$ cat src/rtl/dsp_mac_seq_pkg.sv
// Shared types and constants for the sequential DSP-slice FIR MAC.
package dsp_pkg;
  localparam int D_W = 18;
  localparam int P_W = 48;

  localparam logic [7:0] OPM_FIRST = 8'h01; // X=M, Z=0
  localparam logic [7:0] OPM_ACC   = 8'h09; // X=M, Z=P
  localparam logic [7:0] OPM_HOLD  = 8'h08; // X=0, Z=P

  typedef enum logic [1:0] {IDLE, ISSUE, DRAIN, OUT} state_e;
endpackage

$ cat src/rtl/dsp_mac_seq_if.sv
// Sample-in / result-out valid-ready streams of the FIR MAC.
interface dsp_mac_seq_if;
  import dsp_pkg::*;

  logic           s_valid;
  logic           s_ready;
  logic [D_W-1:0] s_data;
  logic           m_valid;
  logic           m_ready;
  logic [P_W-1:0] m_data;

  modport slave  (input  s_valid, s_data, m_ready, output s_ready, m_valid, m_data);
  modport master (output s_valid, s_data, m_ready, input  s_ready, m_valid, m_data);
endinterface

$ cat src/rtl/dsp_mac_seq_tap_store.sv
// Sample delay line plus coefficient file, read one tap per cycle.
module dsp_tap_store
  import dsp_pkg::*;
#(
  parameter int TAPS = 8
) (
  input  logic                    clk,
  input  logic                    rst_n,
  input  logic                    shift_i,
  input  logic                    flush_i,
  input  logic [D_W-1:0]          s_data_i,
  input  logic                    we_i,
  input  logic [$clog2(TAPS)-1:0] waddr_i,
  input  logic [D_W-1:0]          wdata_i,
  input  logic [$clog2(TAPS)-1:0] raddr_i,
  output logic [D_W-1:0]          rd_x_o,
  output logic [D_W-1:0]          rd_h_o
);
  logic [TAPS-1:0][D_W-1:0] x_q, x_d, h_q, h_d;

  always_comb begin
    x_d = x_q;
    h_d = h_q;
    if (flush_i) x_d = '0;
    if (shift_i) x_d = {x_d[TAPS-2:0], s_data_i};
    if (we_i && int'(waddr_i) < TAPS) h_d[waddr_i] = wdata_i;
  end

  // Reads see next-state contents so tap 0 of a new sample picks up that
  // sample and any coefficient written in the same cycle.
  assign rd_x_o = x_d[raddr_i];
  assign rd_h_o = h_d[raddr_i];

  always_ff @(posedge clk or negedge rst_n) begin
    if (!rst_n) begin
      x_q <= '0;
      h_q <= '0;
    end else begin
      x_q <= x_d;
      h_q <= h_d;
    end
  end
endmodule

$ cat src/rtl/dsp_mac_seq.sv
// Sequencer feeding one external DSP slice: one tap per cycle, then drain and hand off the sum.
module dsp_mac_seq
  import dsp_pkg::*;
#(
  parameter int TAPS     = 8,
  parameter int PIPE_LAT = 3
) (
  input  logic                    clk,
  input  logic                    rst_n,
  input  logic                    coef_we,
  input  logic [$clog2(TAPS)-1:0] coef_addr,
  input  logic [D_W-1:0]          coef_data,
  input  logic                    flush,
  dsp_mac_seq_if.slave            sm,
  output logic [D_W-1:0]          a_out,
  output logic [D_W-1:0]          b_out,
  output logic [7:0]              opmode_out,
  output logic                    ce_slice,
  input  logic [P_W-1:0]          p_in,
  output logic                    busy
);
  localparam int KW = $clog2(TAPS);
  localparam int CW = (PIPE_LAT > 1) ? $clog2(PIPE_LAT) : 1;

  state_e         state_q, state_d;
  logic [KW-1:0]  k_q, k_d;
  logic [CW-1:0]  cnt_q, cnt_d;
  logic [P_W-1:0] m_data_q, m_data_d;
  logic [D_W-1:0] a_q, a_d, b_q, b_d, rd_x, rd_h;
  logic [7:0]     opm_q, opm_d;
  logic           rdy_q, idle, xfer;

  assign idle       = (state_q == IDLE);
  assign sm.s_ready = idle && rdy_q;
  assign xfer       = sm.s_valid && sm.s_ready;
  assign sm.m_valid = (state_q == OUT);
  assign sm.m_data  = m_data_q;
  assign ce_slice   = (state_q == ISSUE) || (state_q == DRAIN);
  assign busy       = !idle;
  assign a_out      = a_q;
  assign b_out      = b_q;
  assign opmode_out = opm_q;

  dsp_tap_store #(.TAPS(TAPS)) u_store (
    .clk      (clk),
    .rst_n    (rst_n),
    .shift_i  (xfer),
    .flush_i  (flush && idle),
    .s_data_i (sm.s_data),
    .we_i     (coef_we && idle),
    .waddr_i  (coef_addr),
    .wdata_i  (coef_data),
    .raddr_i  (k_d),
    .rd_x_o   (rd_x),
    .rd_h_o   (rd_h)
  );

  always_comb begin
    state_d  = state_q;
    k_d      = k_q;
    cnt_d    = cnt_q;
    m_data_d = m_data_q;
    case (state_q)
      IDLE: if (xfer) begin
        state_d = ISSUE;
        k_d     = '0;
      end
      ISSUE: if (k_q == KW'(TAPS - 1)) begin
        state_d = DRAIN;
        cnt_d   = '0;
      end else begin
        k_d = k_q + KW'(1);
      end
      DRAIN: if (cnt_q == CW'(PIPE_LAT - 1)) begin
        state_d  = OUT;
        m_data_d = p_in;
      end else begin
        cnt_d = cnt_q + CW'(1);
      end
      OUT: if (sm.m_ready) state_d = IDLE;
      default: state_d = IDLE;
    endcase
    // Operands sit on A/B during the ISSUE cycle of their tap; opmode trails by one.
    a_d   = (state_d == ISSUE) ? rd_x : '0;
    b_d   = (state_d == ISSUE) ? rd_h : '0;
    opm_d = (state_q == ISSUE) ? ((k_q == '0) ? OPM_FIRST : OPM_ACC) : OPM_HOLD;
  end

  always_ff @(posedge clk or negedge rst_n) begin
    if (!rst_n) begin
      state_q  <= IDLE;
      k_q      <= '0;
      cnt_q    <= '0;
      m_data_q <= '0;
      a_q      <= '0;
      b_q      <= '0;
      opm_q    <= OPM_HOLD;
      rdy_q    <= 1'b0;
    end else begin
      state_q  <= state_d;
      k_q      <= k_d;
      cnt_q    <= cnt_d;
      m_data_q <= m_data_d;
      a_q      <= a_d;
      b_q      <= b_d;
      opm_q    <= opm_d;
      rdy_q    <= 1'b1;
    end
  end
endmodule

$ cat src/flat_wrapper.sv
// flat-port wrapper written by rule: the top's interface ports become plain ports
module dsp_mac_seq_flat import dsp_pkg::*;
#(
  parameter int TAPS     = 8,
  parameter int PIPE_LAT = 3
)
  (clk, rst_n, coef_we, coef_addr, coef_data, flush, a_out, b_out, opmode_out, ce_slice, p_in, busy, sm_s_valid, sm_s_data, sm_m_ready, sm_s_ready, sm_m_valid, sm_m_data);
  dsp_mac_seq_if sm_i ();
  input  logic clk;
  input  logic rst_n;
  input  logic coef_we;
  input  logic [$clog2(TAPS)-1:0] coef_addr;
  input  logic [D_W-1:0] coef_data;
  input  logic flush;
  output logic [D_W-1:0] a_out;
  output logic [D_W-1:0] b_out;
  output logic [7:0] opmode_out;
  output logic ce_slice;
  input  logic [P_W-1:0] p_in;
  output logic busy;
  input wire logic [$bits(sm_i.s_valid)-1:0] sm_s_valid;
  input wire logic [$bits(sm_i.s_data)-1:0] sm_s_data;
  input wire logic [$bits(sm_i.m_ready)-1:0] sm_m_ready;
  output wire logic [$bits(sm_i.s_ready)-1:0] sm_s_ready;
  output wire logic [$bits(sm_i.m_valid)-1:0] sm_m_valid;
  output wire logic [$bits(sm_i.m_data)-1:0] sm_m_data;
  assign sm_i.s_valid = sm_s_valid;
  assign sm_i.s_data = sm_s_data;
  assign sm_i.m_ready = sm_m_ready;
  assign sm_s_ready = sm_i.s_ready;
  assign sm_m_valid = sm_i.m_valid;
  assign sm_m_data = sm_i.m_data;
  dsp_mac_seq #(.TAPS(TAPS), .PIPE_LAT(PIPE_LAT)) u_core (.clk(clk), .rst_n(rst_n), .coef_we(coef_we), .coef_addr(coef_addr), .coef_data(coef_data), .flush(flush), .sm(sm_i), .a_out(a_out), .b_out(b_out), .opmode_out(opmode_out), .ce_slice(ce_slice), .p_in(p_in), .busy(busy));
endmodule
$ cat config.mk
export PLATFORM = sky130hd
export DESIGN_NAME = dsp_mac_seq_flat
export DESIGN_NICKNAME = d
export VERILOG_FILES = /design/src/rtl/dsp_mac_seq_pkg.sv /design/src/rtl/dsp_mac_seq_if.sv /design/src/rtl/dsp_mac_seq_tap_store.sv /design/src/rtl/dsp_mac_seq.sv /design/src/flat_wrapper.sv
export SDC_FILE = /design/constraint.sdc
export NUM_CORES = 1
export LEC_CHECK = 0
export CAP_MARGIN = 15
export CORE_MARGIN = 3
export CORE_UTILIZATION = 51
export CTS_CLUSTER_SIZE = 10
export DETAILED_ROUTE_END_ITERATION = 8
export PLACE_DENSITY = 0.81
export SLEW_MARGIN = 25
export SYNTH_ARGS = -nofsm -noshare
export SYNTH_HDL_FRONTEND = slang
export SYNTH_SLANG_ARGS = --single-unit
$ cat constraint.sdc
create_clock -name clk -period 2.5 [get_ports clk]
set_clock_uncertainty 0.05 [all_clocks]
set_input_delay 0.5 -clock clk [delete_from_list [all_inputs] [get_ports clk]]
set_output_delay 0.5 -clock clk [all_outputs]
set_load 0.02 [all_outputs]
==> results.cfg <==
[timing]
slew_viol_final = 0
rsz0062_at_grt = yes
setup_ws_ns = -0.0456
maxSlewHeadroom_pct = 59.6
finalHoldViolCount = 0
period_share_pct = 102
setup_viol = 7
worstMarginPinSlew_ns = 0.606
fmax_ghz = 0.393
period_needed_ns = 2.55

[power_and_ir_drop]
max-vdd-ir-drop_uv = 910
combinationalPowerShare_pct = 47.7
leakage_uw = 0.0100
total_power_uw = 28200
p_seq_share_pct = 32.7
power_switching_uw = 9940
swShare_pct = 35.2
internal_power_uw = 18300
power.density_nw_per_um2 = 1270
pwr-share-clk_pct = 19.6

[yosys]
yosysUniqueCellTypes = 64
ys_warn_count = 0
netlist_area_sq_um = 17000
yosys_register_bits = 382
synth_edf_count = 0
async_flop_share_pct = 100
ys.flop_type = dfrtp_1
ys_seq_area_share_pct = 56.1
postSynthAreaPerCell_sq_um = 12.9
syn_inst = 1317

[setup_path]
r2r_slack_ns = -0.05
slowest_delay_ns = 0.44
crit_path_end_kind = flip-flop
critPathArrivalTime_ns = 2.89
cp_slowest_cell = dfrtp_2
timing.rr.start = u_core.state_q[0]$_DFF_PN0_
reg2reg_depth = 11
worstPathMaxFanout = 8
r2r_end = u_core.b_out[4]$_DFF_PN0_
crit_path_start_kind = flip-flop
critPathMostFrequentCell = buf_6
required_ns = 2.85
crit_chain = inv_2 -> ha_4 -> buf_12 -> nand3b_1 -> buf_6 -> nor3b_4 -> buf_6 -> mux2_2 -> nor2_1 -> o21a_1 -> o32ai_2
path_class = reg -> reg

[grt]
antenna_found_initial = 0
use_met1_pct = 31.0
grt_pass1_vias = 13000
grt_max_degree = 84
grtUsageMet2_pct = 40.5
grt_overflow_total = 0
grt.busiest_layer = met2
grt_use_met3_pct = 6.07
grt_pass1_wl_mm = 69.7
track_usage_pct = 24.0

[final_layout]
layout_common_cells = dfrtp_1, mux2_2, clkdlybuf4s50_1, buf_4, a22o_1
fillers = 2224
diodes = 0
design_area_sq_um = 22300
synthToLayoutAreaGrowth_pct = 30.7
drive_above_1_share_pct = 31.4
final_common_cell = dfrtp_1
final_nets = 1722

[drt]
vias_per_cell = 6.06
wire_per_inst_um = 22.0
drtPass1Iterations = 5
vias = 12500
antenna_left = 0
drt-initial-drc-count = 1073
finalWirelength_mm = 45.6
route.detailed.drc = 0

[floorplanning]
io_pins = 189
die_h_um = 189
die_x_um = 189
die_area_sq_um = 35600
fp-row-count = 66
coreArea_sq_um = 32700
start_util_pct = 52.1

[clocking]
cts_buffer_depth = 3
numClockSinks = 382
cts-root-buf = clkbuf_16
cts.reportedPaths.clkPinSlew_ns = 0.05
cts_buffers = 44
clk_latency_ns = 0.53
cts_tree = done
cts-htree-levels = 2

[placed_design]
routabilityCongestion = 0.882
post_dp_cell_area_sq_um = 20400
portBuffers = 182
dpl.hpwl_mm = 28.4

[outcome]
run_status = finished with violations
failed_checks = negative setup slack

[worst_hold_path]
min_path_type = in -> async

[job]
maxCapViolCount = 0
power by group through the flow:
stage | Clock, uW | Combinational (uW) | Sequential [uW]
floorplan | 0 | 6800 | 9750
CTS | 5600 | 12400 | 9190
global placement | 0 | 11800 | 9140
detailed placement | 0 | 12100 | 9250
finish | 5530 | 13500 | 9220
global route | 5870 | 14300 | 9410
Yosys cell counts, types with 27 or more instances:
| cell type | count | area (sq um) |
|---|---|---|
| dfrtp_1 | 381 | 9530 |
| mux2_2 | 213 | 2400 |
| a22o_1 | 106 | 928 |
| nor2_1 | 95 | 357 |
| mux2i_1 | 58 | 581 |
| o21a_1 | 40 | 300 |
| clkbuf_1 | 39 | 146 |
| buf_2 | 34 | 170 |
| a22oi_1 | 33 | 248 |
| nand2_1 | 28 | 105 |
| o21ai_0 | 27 | 135 |
registers in the layout, summed over array words and instances, names as in the netlist:
name                cells
u_core.u_store.h_q    144
u_core.u_store.x_q    144
u_core.sm.m_data       48
u_core.a_out           18
u_core.b_out           18
u_core.k_q              3
u_core.cnt_q            2
u_core.opmode_out       2
u_core.state_q          2
u_core.rdy_q            1
how the worst max path moves through the flow:
stage,slack [ns],from,cells after the start,end
2_1_floorplan,0.07,u_core.state_q[1]$_DFF_PN0_,9,u_core.b_out[10]$_DFF_PN0_
3_5_place_dp,-0.36,sm_s_valid,7,u_core.a_out[2]$_DFF_PN0_
3_3_place_gp,-0.29,sm_s_valid,7,u_core.a_out[15]$_DFF_PN0_
6_report,-0.05,u_core.state_q[0]$_DFF_PN0_,11,u_core.b_out[4]$_DFF_PN0_
5_1_grt,-0.14,u_core.state_q[0]$_DFF_PN0_,11,u_core.b_out[4]$_DFF_PN0_
4_1_cts,0.005,u_core.state_q[0]$_DFF_PN0_,11,u_core.b_out[1]$_DFF_PN0_
cell families after synthesis:
family / share of synthesized area, %
other: 0.0441
DFF: 56.1
muxes: 19.1
adders and majority gates: 0.514
AOI/OAI and AO/OA: 15.0
and+or+nand+nor: 5.51
buffers and inverters: 3.62
layout make-up:
class / count / area, sq um / area share (%)
clock inverter: 2 / 10.0 / 0.0450
sequential: 382 / 9560 / 43.0
timing repair buffer: 356 / 3690 / 16.6
multi-input combinational: 819 / 7210 / 32.4
inverter: 19 / 76.3 / 0.343
clock buffer: 52 / 1150 / 5.18
tap: 442 / 553 / 2.49
per-stage QoR:
step                      hold slack [ns]  util, %  setup WS (ns)  setup TNS (ns)  std cells
after CTS                           0.409     66.4        0.00455               0       2050
after floorplan                     0.154        -         0.0683               0       1322
after global routing                0.446     68.1         -0.145           -1.94       2072
after detailed placement            0.363     62.4         -0.356           -8.62       1992
after global placement              0.363     62.4         -0.288           -6.67       1992
final                               0.407     68.1        -0.0456          -0.161       2072
critical path, delay by kind of cell (launching register included):
kind	cells	cell delay [ns]
AOI/OAI and AO/OA	2	0.28
adders and majority gates	1	0.17
buffers and inverters	4	0.59
DFF	1	0.44
muxes	1	0.36
and+or+nand+nor	3	0.51
layer usage:
layer | vias up | share of wire (%)
met3 | 112 | 7.4
met2 | 523 | 49
met4 | 0 | 3.0
li1 | 5456 | -
met1 | 6455 | 40
met5 | - | 0
what timing repair did:
| item | 4_1_cts | 5_1_grt |
|---|---|---|
| gates resized for setup | 17 | 77 |
| setup buffers | 2 | 18 |
| gates cloned | 1 | 4 |
| pin swaps | 1 | 18 |
| hold endpoints to repair | 32 | 0 |
| hold buffers | 1 | 0 |
| setup endpoints to repair | 38 | 39 |
No activity file was read; power rests on OpenSTA's default activity.
